--- src/rtl/mem_access_unit_pkg.sv ---
// Shared types and constants for the MEM stage (mem_access_unit and mem_align).
package mem_access_unit_pkg;

  localparam int unsigned DATA_W     = 32;
  localparam int unsigned REG_ADDR_W = 5;

  localparam logic [1:0] MEM_SIZE_BYTE = 2'b00;
  localparam logic [1:0] MEM_SIZE_HALF = 2'b01;
  localparam logic [1:0] MEM_SIZE_WORD = 2'b10;

  typedef enum logic [1:0] {
    ST_IDLE,
    ST_REQ,
    ST_WAIT,
    ST_DRAIN
  } mau_state_t;

  // Byte lane actually used: halves ignore addr[0], words ignore both low bits.
  function automatic logic [1:0] lane_offset(input logic [1:0] size, input logic [1:0] off);
    logic [1:0] lane;
    case (size)
      MEM_SIZE_BYTE: lane = off;
      MEM_SIZE_HALF: lane = {off[1], 1'b0};
      default:       lane = 2'b00;
    endcase
    return lane;
  endfunction

  function automatic logic misaligned(input logic [1:0] size, input logic [1:0] off);
    logic bad;
    case (size)
      MEM_SIZE_BYTE: bad = 1'b0;
      MEM_SIZE_HALF: bad = off[0];
      default:       bad = (off != 2'b00);
    endcase
    return bad;
  endfunction

endpackage

--- src/rtl/mem_align.sv ---
// Combinational store byte-enable/lane replication and load extract/sign-or-zero extend.
module mem_align
  import mem_access_unit_pkg::*;
(
  input  logic [1:0]        st_size,
  input  logic [1:0]        st_off,
  input  logic [DATA_W-1:0] st_data,
  output logic [3:0]        st_be,
  output logic [DATA_W-1:0] st_wdata,
  input  logic [1:0]        ld_size,
  input  logic [1:0]        ld_off,
  input  logic              ld_uns,
  input  logic [DATA_W-1:0] ld_raw,
  output logic [DATA_W-1:0] ld_data
);

  logic [1:0]        st_lane;
  logic [1:0]        ld_lane;
  logic [DATA_W-1:0] ld_shift;

  always_comb begin
    st_lane = lane_offset(st_size, st_off);
    case (st_size)
      MEM_SIZE_BYTE: begin
        st_be    = 4'b0001 << st_lane;
        st_wdata = {4{st_data[7:0]}};
      end
      MEM_SIZE_HALF: begin
        st_be    = 4'b0011 << st_lane;
        st_wdata = {2{st_data[15:0]}};
      end
      default: begin
        st_be    = '1;
        st_wdata = st_data;
      end
    endcase
  end

  always_comb begin
    ld_lane  = lane_offset(ld_size, ld_off);
    ld_shift = ld_raw >> {ld_lane, 3'b000};
    case (ld_size)
      MEM_SIZE_BYTE: ld_data = {{24{~ld_uns & ld_shift[7]}}, ld_shift[7:0]};
      MEM_SIZE_HALF: ld_data = {{16{~ld_uns & ld_shift[15]}}, ld_shift[15:0]};
      default:       ld_data = ld_shift;
    endcase
  end

endmodule

--- src/rtl/mem_access_unit.sv ---
// MEM stage: req/gnt/rvalid data-RAM access, load alignment, pipeline stall, registered MEM/WB outputs.
// Optional MEM_MISALIGN_TRAP_EN adds exc_misalign/exc_badaddr and traps misaligned half/word ops.
module mem_access_unit
  import mem_access_unit_pkg::*;
#(
  parameter int unsigned RESP_TIMEOUT = 16
) (
  input  logic                  clk,
  input  logic                  rst,
  input  logic                  flush,
  input  logic                  ex_valid,
  input  logic                  ex_mem_rd,
  input  logic                  ex_mem_wr,
  input  logic [1:0]            ex_mem_size,
  input  logic                  ex_mem_uns,
  input  logic [DATA_W-1:0]     ex_result,
  input  logic [DATA_W-1:0]     ex_wdata,
  input  logic [REG_ADDR_W-1:0] ex_reg_addr,
  input  logic                  ex_reg_en,
  output logic                  stall_req,
  output logic                  ram_req,
  output logic                  ram_we,
  output logic [DATA_W-1:0]     ram_addr,
  output logic [3:0]            ram_be,
  output logic [DATA_W-1:0]     ram_wdata,
  input  logic                  ram_gnt,
  input  logic                  ram_rvalid,
  input  logic [DATA_W-1:0]     ram_rdata,
  output logic                  wb_valid,
  output logic [DATA_W-1:0]     wb_data,
  output logic [REG_ADDR_W-1:0] wb_reg_addr,
  output logic                  wb_reg_en,
`ifdef MEM_MISALIGN_TRAP_EN
  output logic                  exc_misalign,
  output logic [DATA_W-1:0]     exc_badaddr,
`endif
  output logic                  bus_err
);

  localparam int unsigned CNT_W = $clog2(RESP_TIMEOUT + 1);

  mau_state_t            state;
  logic [CNT_W-1:0]      tmo_cnt;
  logic [1:0]            op_size;
  logic [1:0]            op_off;
  logic                  op_uns;
  logic                  op_reg_en;
  logic [REG_ADDR_W-1:0] op_reg_addr;

  logic                  is_mem;
  logic                  trap;
  logic                  accept;
  logic                  tmo_hit;
  logic                  resp_done;
  logic [3:0]            be_n;
  logic [DATA_W-1:0]     wdata_n;
  logic [DATA_W-1:0]     ld_data;

  assign is_mem = ex_mem_rd | ex_mem_wr;
`ifdef MEM_MISALIGN_TRAP_EN
  assign trap = is_mem & misaligned(ex_mem_size, ex_result[1:0]);
`else
  assign trap = 1'b0;
`endif
  assign accept    = (state == ST_IDLE) & ex_valid & is_mem & ~flush & ~trap;
  assign stall_req = (state != ST_IDLE) | accept;
  assign tmo_hit   = ~ram_rvalid & (tmo_cnt == CNT_W'(RESP_TIMEOUT - 1));
  assign resp_done = ram_rvalid | tmo_hit;

  mem_align u_align (
    .st_size  (ex_mem_size),
    .st_off   (ex_result[1:0]),
    .st_data  (ex_wdata),
    .st_be    (be_n),
    .st_wdata (wdata_n),
    .ld_size  (op_size),
    .ld_off   (op_off),
    .ld_uns   (op_uns),
    .ld_raw   (ram_rdata),
    .ld_data  (ld_data)
  );

  always_ff @(posedge clk) begin
    if (!rst) begin
      state        <= ST_IDLE;
      tmo_cnt      <= '0;
      op_size      <= '0;
      op_off       <= '0;
      op_uns       <= 1'b0;
      op_reg_en    <= 1'b0;
      op_reg_addr  <= '0;
      ram_req      <= 1'b0;
      ram_we       <= 1'b0;
      ram_addr     <= '0;
      ram_be       <= '0;
      ram_wdata    <= '0;
      wb_valid     <= 1'b0;
      wb_data      <= '0;
      wb_reg_addr  <= '0;
      wb_reg_en    <= 1'b0;
      bus_err      <= 1'b0;
`ifdef MEM_MISALIGN_TRAP_EN
      exc_misalign <= 1'b0;
      exc_badaddr  <= '0;
`endif
    end else begin
      wb_valid     <= 1'b0;
      bus_err      <= 1'b0;
`ifdef MEM_MISALIGN_TRAP_EN
      exc_misalign <= 1'b0;
`endif
      case (state)
        ST_IDLE: begin
          if (!flush && ex_valid) begin
`ifdef MEM_MISALIGN_TRAP_EN
            if (trap) begin
              wb_valid     <= 1'b1;
              wb_data      <= '0;
              wb_reg_addr  <= ex_reg_addr;
              wb_reg_en    <= 1'b0;
              exc_misalign <= 1'b1;
              exc_badaddr  <= ex_result;
            end else
`endif
            if (is_mem) begin
              state       <= ST_REQ;
              ram_req     <= 1'b1;
              ram_we      <= ex_mem_wr;
              ram_addr    <= {ex_result[DATA_W-1:2], 2'b00};
              ram_be      <= be_n;
              ram_wdata   <= wdata_n;
              op_size     <= ex_mem_size;
              op_off      <= ex_result[1:0];
              op_uns      <= ex_mem_uns;
              op_reg_en   <= ex_reg_en;
              op_reg_addr <= ex_reg_addr;
            end else begin
              wb_valid    <= 1'b1;
              wb_data     <= ex_result;
              wb_reg_addr <= ex_reg_addr;
              wb_reg_en   <= ex_reg_en;
            end
          end
        end
        ST_REQ: begin
          // A granted request will be answered, so a same-cycle flush must still drain it.
          if (ram_gnt) begin
            ram_req <= 1'b0;
            tmo_cnt <= '0;
            state   <= flush ? ST_DRAIN : ST_WAIT;
          end else if (flush) begin
            ram_req <= 1'b0;
            state   <= ST_IDLE;
          end
        end
        ST_WAIT: begin
          if (resp_done) begin
            state <= ST_IDLE;
            if (!flush) begin
              wb_valid    <= 1'b1;
              wb_reg_addr <= op_reg_addr;
              if (tmo_hit) begin
                bus_err   <= 1'b1;
                wb_data   <= '0;
                wb_reg_en <= 1'b0;
              end else begin
                wb_data   <= ram_we ? '0 : ld_data;
                wb_reg_en <= ~ram_we & op_reg_en;
              end
            end
          end else begin
            tmo_cnt <= tmo_cnt + CNT_W'(1);
            if (flush) state <= ST_DRAIN;
          end
        end
        ST_DRAIN: begin
          if (resp_done) state <= ST_IDLE;
          else           tmo_cnt <= tmo_cnt + CNT_W'(1);
        end
        default: state <= ST_IDLE;
      endcase
    end
  end

endmodule

--- config.mk ---
export PLATFORM = sky130hd
export DESIGN_NAME = mem_access_unit
export DESIGN_NICKNAME = d
export VERILOG_FILES = /design/src/rtl/mem_access_unit_pkg.sv /design/src/rtl/mem_align.sv /design/src/rtl/mem_access_unit.sv
export SDC_FILE = /design/constraint.sdc
export NUM_CORES = 1
export LEC_CHECK = 0
export BUFFER_PORTS_ARGS = -buffer_cell sky130_fd_sc_hd__buf_2
export CORE_ASPECT_RATIO = 1.5
export CORE_UTILIZATION = 56
export CTS_BUF_LIST = sky130_fd_sc_hd__clkbuf_8
export DETAILED_ROUTE_END_ITERATION = 6
export GPL_ROUTABILITY_DRIVEN = 0
export HOLD_SLACK_MARGIN = 0.1
export PLACE_DENSITY = 0.9
export SLEW_MARGIN = 15
export SYNTH_ARGS = -nofsm -noshare
export SYNTH_HDL_FRONTEND = slang
export SYNTH_HIERARCHICAL = 1
export SYNTH_SLANG_ARGS = --single-unit
export TNS_END_PERCENT = 5
--- constraint.sdc ---
create_clock -name clk -period 4.62 [get_ports clk]
set_clock_uncertainty 0.15 [all_clocks]
set_input_delay 0.462 -clock clk [delete_from_list [all_inputs] [get_ports clk]]
set_output_delay 0.462 -clock clk [all_outputs]
set_load 0.01 [all_outputs]
==> results of run 1 <==
[power groups by stage]
stage / clock [W] / combinational (W) / sequential (W)
after CTS: 0.00124 / 0.000446 / 0.00117
after floorplan: 0 / 0.000274 / 0.00121
after global routing: 0.00129 / 0.000486 / 0.00117
after global placement: 0 / 0.000433 / 0.00119
after detailed placement: 0 / 0.000442 / 0.00119
final: 0.00123 / 0.000452 / 0.00117
[worst max-delay path, stage by stage, from the launching register on]
cell and delay, ns:
sky130_fd_sc_hd__dfxtp_1 0.59, sky130_fd_sc_hd__nand2b_2 0.61, sky130_fd_sc_hd__o32ai_4 0.44, sky130_fd_sc_hd__buf_4 0.78
sky130_fd_sc_hd__nor2_1 0.15, sky130_fd_sc_hd__a211oi_2 0.25
[cell families after synthesis]
logic type,after synthesis
and+or+nand+nor,274
AOI/OAI and AO/OA,207
DFF,126
buffers and inverters,73
muxes,38
xor gates and xnor gates,3
adders and majority gates,2
other,1
[Yosys cell counts (2+ instances only)]
master | number | share of area, %
sky130_fd_sc_hd__nand2_1 | 184 | 11
sky130_fd_sc_hd__dfxtp_1 | 126 | 40
sky130_fd_sc_hd__a21oi_1 | 99 | 7.9
sky130_fd_sc_hd__nor2_1 | 51 | 3.1
sky130_fd_sc_hd__a211oi_2 | 38 | 7.6
sky130_fd_sc_hd__a22oi_1 | 34 | 4.1
sky130_fd_sc_hd__clkbuf_1 | 26 | 1.6
sky130_fd_sc_hd__buf_2 | 16 | 1.3
sky130_fd_sc_hd__mux2_2 | 16 | 2.9
sky130_fd_sc_hd__mux2i_1 | 15 | 2.4
sky130_fd_sc_hd__buf_6 | 14 | 2.5
sky130_fd_sc_hd__buf_4 | 13 | 1.6
sky130_fd_sc_hd__o21ai_0 | 11 | 0.88
sky130_fd_sc_hd__nor2b_1 | 10 | 1.0
sky130_fd_sc_hd__a221oi_1 | 7 | 0.98
sky130_fd_sc_hd__mux4_2 | 7 | 2.5
sky130_fd_sc_hd__o22ai_1 | 7 | 0.70
sky130_fd_sc_hd__nor3_1 | 4 | 0.32
sky130_fd_sc_hd__inv_1 | 3 | 0.18
sky130_fd_sc_hd__nand2b_1 | 3 | 0.30
sky130_fd_sc_hd__o21bai_1 | 3 | 0.36
sky130_fd_sc_hd__or4_4 | 3 | 0.54
sky130_fd_sc_hd__xor2_1 | 3 | 0.42
sky130_fd_sc_hd__a21o_1 | 2 | 0.24
sky130_fd_sc_hd__and3_1 | 2 | 0.20
sky130_fd_sc_hd__ha_1 | 2 | 0.40
sky130_fd_sc_hd__nand2b_4 | 2 | 0.44
sky130_fd_sc_hd__nor3b_1 | 2 | 0.24
sky130_fd_sc_hd__nor4_4 | 2 | 0.68
[stage by stage]
| stage | utilization (%) | hold WS [ns] | total power (W) | instances | setup WS (ns) |
|---|---|---|---|---|---|
| finish | 71.9 | 0.128 | 0.00285 | 1059 | 1.50 |
| global route | 71.9 | 0.116 | 0.00295 | 1059 | 1.31 |
| CTS | 71.9 | 0.104 | 0.00285 | 1059 | 1.52 |
| detailed placement | 67.1 | 0.293 | 0.00163 | 1027 | 1.53 |
| global placement | 67.1 | 0.288 | 0.00162 | 1027 | 1.72 |
| floorplan | - | 0.286 | 0.00148 | 725 | 2.62 |
[flip-flops by register name, summed over array words and instances, names as in the netlist]
name	count
bus_err	1
op_off	2
op_reg_addr	5
op_reg_en	1
op_size	2
op_uns	1
ram_addr	30
ram_be	4
ram_req	1
ram_wdata	32
ram_we	1
state	2
tmo_cnt	5
wb_data	32
wb_reg_addr	5
wb_reg_en	1
wb_valid	1
[worst paths after layout]
path | from | end | slack, ns | cells past startpoint
worst min register to register | ram_be[3] | ram_be[3] | 0.30 | 2
worst min-delay path | ex_result[27] | ram_addr[27] | 0.13 | 3
worst max register to register | state[1] | wb_data[22] | 1.50 | 5
worst max-delay path | state[1] | wb_data[22] | 1.50 | 5
[per-layer routing]
layer	part of all wire [%]	vias up	global-route usage [%]
met5	0	-	0
met4	4.4	0	16.8
met3	9.8	57	8.67
met2	51	387	56.4
met1	35	2902	33.5
li1	-	2878	-
[final cells by class]
cell class              instances  area, sq um  share of cell area, %
multi-input cells             526         3300                   42.9
well taps                     144          180                   2.34
flip-flops and latches        126         2520                   32.8
inverters                       4         17.5                  0.228
clock buffers                  18          248                   3.22
clock inverters                14          264                   3.43
repair buffers                227         1160                   15.1
==> flow_summary.rst, run 1 <==
.. list-table::
   :header-rows: 1

   * - Metric
     - Value
   * - Fin. Hold Viols
     - 0
   * - Via total after detailed routing
     - 6224
   * - Final design area excluding fillers
     - ~7700 sq um
   * - DRC viols
     - 0
   * - Antenna Nets Post-Route
     - 0
   * - Fraction of power consumed by the clock network
     - 43.1%
   * - Top library cells by usage in the layout, fill and taps aside
     - 221 x sky130_fd_sc_hd__buf_2, 184 x sky130_fd_sc_hd__nand2_1, 126 x sky130_fd_sc_hd__dfxtp_1, 99 x sky130_fd_sc_hd__a21oi_1, 51 x sky130_fd_sc_hd__nor2_1
   * - Half-perimeter wire length of the detailed placement result
     - 12800 microns
   * - Nature of the critical path startpoint
     - flop
   * - Number of search-and-repair iterations in the first detailed-routing pass
     - 5
   * - DR iter-0 viols
     - 436
   * - Total routed wirelength
     - roughly 19000 microns
   * - Internal power
     - 0.00209 W
   * - Clock Root Buffer
     - sky130_fd_sc_hd__clkbuf_8
   * - Minimum clock period
     - 3.12 ns
   * - Effective utilization at floorplan
     - 58.5%
   * - Wire length of the first global-routing pass
     - 28800 microns
   * - Primary FF master, synth
     - sky130_fd_sc_hd__dfxtp_1
   * - Die span in y
     - 132 microns
   * - Overall global routing resource usage
     - 32.0%
   * - Number of antenna violations at the first check in global routing
     - 0
   * - Mapped cell area
     - 6260 sq um
   * - Die footprint
     - 11600 sq um
   * - Hold Path Class
     - input pin to flop
   * - Clock transition at the register clock pins on the worst setup and hold paths after CTS
     - about 0.08 ns
   * - TritonCTS clock tree
     - done
   * - Count of pins on the block boundary
     - about 220
   * - Count of cells resized by post-cts repair
     - 0
   * - Layout overhead on the synthesized area
     - 22.9%
   * - Post-synth EDFFs
     - 0
   * - Final max-slew violation count
     - 0
   * - Maximum level of the CTS H-tree
     - 4
   * - Leading cell type in the layout, fill and taps excluded
     - sky130_fd_sc_hd__buf_2
   * - Logic gate share of total power
     - 15.9%
   * - Power per Cell Area
     - 370 nW/um^2
   * - Area fraction in compound gates after synthesis
     - 24.1%
   * - Peak fanout along the critical path
     - 76
   * - Placement row count
     - 46
   * - Number of max-cap violations
     - 0
   * - Gate count of the mapped netlist
     - 724
   * - Ratio of cells with drive above 1 in the final layout
     - 36.9%
   * - Final cycle utilization of the critical path
     - between 60 and 70%
   * - Grt total ovfl
     - 0
   * - Worst-Skew Late Latency
     - 0.43 ns
   * - Capturing element type of the critical path
     - flop
   * - Share of synthesized area occupied by flip-flops and latches
     - around 40%
   * - Input/output buffers
     - 221
   * - Area of the core region
     - between 10000 and 15000 sq um
   * - Filler instances
     - 862
   * - Post-place instance area
     - 7180 sq um
   * - Clock tree buffer depth
     - 2
   * - Status
     - finished, final reports clean
   * - Maximum ir drop on the vdd rail
     - 352 uV
   * - Post-detailed-route wirelength per cell
     - 17.7 microns
   * - Basic-gate share of the synthesized area counting and, or, nand and nor cells
     - 19.8%
   * - Static leakage power
     - 3.31 nW
   * - Total setup violations reported at the end of the flow
     - 0
   * - Setup fix buffers added after clock tree synthesis
     - 0
   * - Proportion of power drawn by flip-flops and latches
     - around two fifths
   * - Synthesized-area fraction occupied by xor and xnor cells
     - 0.420%
   * - Required time of the critical path
     - 4.82 ns
   * - Pin count of the biggest net entering global routing
     - 79
   * - Antenna fix cells
     - 0
   * - Number of global-route vias before repair
     - 5965
   * - Synthesis-stage register bit count
     - 126
   * - Switching share of power
     - 26.8%
   * - Proportion of synthesized flip-flops having asynchronous set or reset
     - 0%
   * - CTS hold repair buffers
     - 0
   * - Horizontal extent of the die
     - around 88 microns
   * - Arrival @ worst endpoint
     - 3.33 ns
   * - NetSw
     - 0.000762 W
   * - Warnings from Yosys
     - 6
   * - Via count normalized by instance count
     - just under 6
   * - Critical path type
     - flop to flop
   * - Mean Syn Cell Area
     - 8.65 sq um
   * - Post-synthesis mux area share
     - between 7 and 8%
   * - Slew at the pin closest to its max-slew limit
     - 0.961 ns
   * - Unique cell type count in the Yosys netlist
     - 48
   * - Max Clk Rate
     - roughly 320 MHz
   * - Clock buffer count from CTS
     - 17
   * - Post-layout nets
     - 1017
   * - Clock sink total
     - 126
   * - Setup repair after global routing missed its margin
     - no
   * - Max transition margin
     - 35.9%
   * - Dominant combinational cell family by area after synthesis
     - compound AO/OA/AOI/OAI gates
   * - Synth Area in Adders
     - 0.400%
   * - Post-route setup TNS
     - 0 ns
Power figures use the tool's default switching activity.
==> run 2: changes to the inputs <==
Settings changed: CORE_UTILIZATION 56 to 52, PLACE_DENSITY 0.9 to 0.84.
Clock period 4.62 ns to 3.05 ns, I/O delays scaled along.
==> run 2 against run 1 <==
Compared with the run above:
- total power is 44% higher
- global-route usage is 0.52 points higher
- hold slack better by 0.012 ns
- worst setup slack worse by 1.2 ns
- critical path depth increased by 3
- clock power is 26% higher
- core utilization shrank 0.27 points
==> flow_summary.rst, run 2 (same netlist as run 1, synthesis figures left out) <==
.. list-table::
   :header-rows: 1

   * - Metric
     - Value
   * - Number of antenna violations at the first check in global routing
     - 0 (unchanged)
   * - Post-route setup TNS
     - 0 ns (unchanged)
   * - Clock transition at the register clock pins on the worst setup and hold paths after CTS
     - 0.07 ns (about the same)
   * - Required time of the critical path
     - 3.27 ns (-1.55 ns)
   * - Top library cells by usage in the layout, fill and taps aside
     - 221 x sky130_fd_sc_hd__buf_2, 184 x sky130_fd_sc_hd__nand2_1, 126 x sky130_fd_sc_hd__dfxtp_1, 99 x sky130_fd_sc_hd__a21oi_1, 65 x sky130_fd_sc_hd__dlygate4sd3_1
   * - Horizontal extent of the die
     - 91.6 microns (+3.7%)
   * - Power per Cell Area
     - 492 nW/um^2 (+33%)
   * - Via total after detailed routing
     - 6546 (+5.2%)
   * - Clock Root Buffer
     - sky130_fd_sc_hd__clkbuf_8
   * - Setup repair after global routing missed its margin
     - no
   * - Count of cells resized by post-cts repair
     - 0 (unchanged)
   * - Leading registers by flop count
     - ram_wdata (32), wb_data (32), ram_addr (30)
   * - Post-detailed-route wirelength per cell
     - 18.1 microns (+2.5%)
   * - TritonCTS clock tree
     - done
   * - Number of search-and-repair iterations in the first detailed-routing pass
     - 5 (unchanged)
   * - Status
     - finished, final reports clean
   * - Antenna Nets Post-Route
     - 0 (unchanged)
   * - Count of pins on the block boundary
     - 224 (unchanged)
   * - Overall global routing resource usage
     - 32.5% (+0.52 points)
   * - Maximum level of the CTS H-tree
     - 4 (unchanged)
   * - Nature of the critical path startpoint
     - flop
   * - Antenna fix cells
     - 0 (unchanged)
   * - Total routed wirelength
     - 20600 microns (+9.6%)
   * - Die footprint
     - 12500 sq um (+7.5%)
   * - Final max-slew violation count
     - 0 (unchanged)
   * - Arrival @ worst endpoint
     - 2.94 ns (-0.39 ns)
   * - Final cycle utilization of the critical path
     - 89.0% (+21 points)
   * - Critical path type
     - flop to flop
   * - Max Clk Rate
     - 368 MHz (+15%)
   * - Wire length of the first global-routing pass
     - 31700 microns (+10%)
   * - DRC viols
     - 0 (unchanged)
   * - Half-perimeter wire length of the detailed placement result
     - 12700 microns (-0.22%)
   * - Die span in y
     - 136 microns (+3.7%)
   * - Slew at the pin closest to its max-slew limit
     - 0.912 ns (-0.0490 ns)
   * - Input/output buffers
     - 221 (unchanged)
   * - Area of the core region
     - 11600 sq um (+8.3%)
   * - Layout overhead on the synthesized area
     - 32.5%
   * - Fin. Hold Viols
     - 0 (unchanged)
   * - Minimum clock period
     - 2.72 ns (-0.408 ns)
   * - Via count normalized by instance count
     - 5.78 (-1.7%)
   * - Post-layout nets
     - 1085 (+6.7%)
   * - Clock sink total
     - 126 (unchanged)
   * - Clock buffer count from CTS
     - 17 (unchanged)
   * - Placement row count
     - 48 (+4.3%)
   * - Effective utilization at floorplan
     - 54.0% (-4.5 points)
   * - Grt total ovfl
     - 0 (unchanged)
   * - Maximum ir drop on the vdd rail
     - 378 uV (+7.5%)
   * - Leading cell type in the layout, fill and taps excluded
     - sky130_fd_sc_hd__buf_2
   * - Hold Path Class
     - input pin to flop
   * - Number of max-cap violations
     - 0 (unchanged)
   * - DR iter-0 viols
     - 439 (+0.69%)
   * - Peak fanout along the critical path
     - 3 (-96%)
   * - Pin count of the biggest net entering global routing
     - 79 (unchanged)
   * - Worst-Skew Late Latency
     - 0.42 ns (about the same)
   * - Capturing element type of the critical path
     - flop
   * - Total setup violations reported at the end of the flow
     - 0 (unchanged)
   * - Static leakage power
     - 3.55 nW (+7.3%)
   * - Max transition margin
     - 39.2% (+3.3 points)
   * - Ratio of cells with drive above 1 in the final layout
     - 34.7% (-2.3 points)
   * - End-of-flow core utilization
     - 71.6% (-0.27 points)
   * - Clock tree buffer depth
     - 2 (unchanged)
   * - Number of global-route vias before repair
     - 6382 (+7.0%)
run 2: changes by cell type in the layout (fill, tap and decap cells not counted), moves of 2 or more:
cell and delta:
sky130_fd_sc_hd__dlygate4sd3_1 +65, sky130_fd_sc_hd__clkinvlp_4 +3, sky130_fd_sc_hd__buf_4 +2, sky130_fd_sc_hd__bufinv_16 -4, sky130_fd_sc_hd__clkinv_4 -2
run 2: cell type report:
class / instances / area, sq um
clock buffer: 19 / 262
fill: 841 / 3290
multi-input combinational: 526 / 3300
clock inverter: 13 / 163
sequential: 126 / 2520
tap: 150 / 188
timing repair buffer: 295 / 1850
inverter: 4 / 17.5
run 2: worst max-delay path, stage by stage (launching register included):
cell,delay (ns)
sky130_fd_sc_hd__dfxtp_1,0.37
sky130_fd_sc_hd__ha_1,0.18
sky130_fd_sc_hd__and3_1,0.16
sky130_fd_sc_hd__ha_1,0.18
sky130_fd_sc_hd__nor2b_1,0.28
sky130_fd_sc_hd__nand2_1,0.09
sky130_fd_sc_hd__dlygate4sd3_1,0.56
sky130_fd_sc_hd__nor3_1,0.14
sky130_fd_sc_hd__dlygate4sd3_1,0.56
run 2: through the flow:
step | cell area, sq um | std cells | setup WS, ns | hold WS (ns) | power [W]
floorplan | 6260 | 725 | 1.05 | 0.232 | 0.00224
global placement | 7220 | 1036 | 0.795 | 0.288 | 0.00246
detailed placement | 7220 | 1036 | 0.737 | 0.293 | 0.00248
CTS | 8300 | 1133 | 0.350 | 0.106 | 0.00407
global route | 8300 | 1133 | 0.133 | 0.126 | 0.00424
finish | 8300 | 1133 | 0.334 | 0.141 | 0.00409
run 2: final timing paths:
| check | cells past startpoint | slack [ns] | to | start |
|---|---|---|---|---|
| setup / recovery | 8 | 0.33 | bus_err | tmo_cnt[0] |
| setup reg to reg | 8 | 0.33 | bus_err | tmo_cnt[0] |
| hold reg to reg | 2 | 0.30 | ram_wdata[18] | ram_wdata[18] |
| hold / removal | 4 | 0.14 | ram_wdata[17] | ex_wdata[17] |
run 2: repair_timing:
action,in CTS,in global routing
buffers inserted,0,0
hold buffers,65,0
hold endpoints to repair,65,0
run 2: layer usage:
metal	GRT usage [%]	vias to the layer above	wire length, microns
li1	-	3006	-
met1	35.2	3045	7350
met2	56.4	395	10200
met3	7.44	100	1680
met4	22.0	0	1350
met5	0	-	0
run 2: where the power goes:
part	total (W)	internal, W	switching [W]
logic	0.000761	0.000330	0.000432
clock network	0.00155	0.000854	0.000699
registers	0.00177	0.00172	0.0000518
total	0.00409	0.00290	0.00118
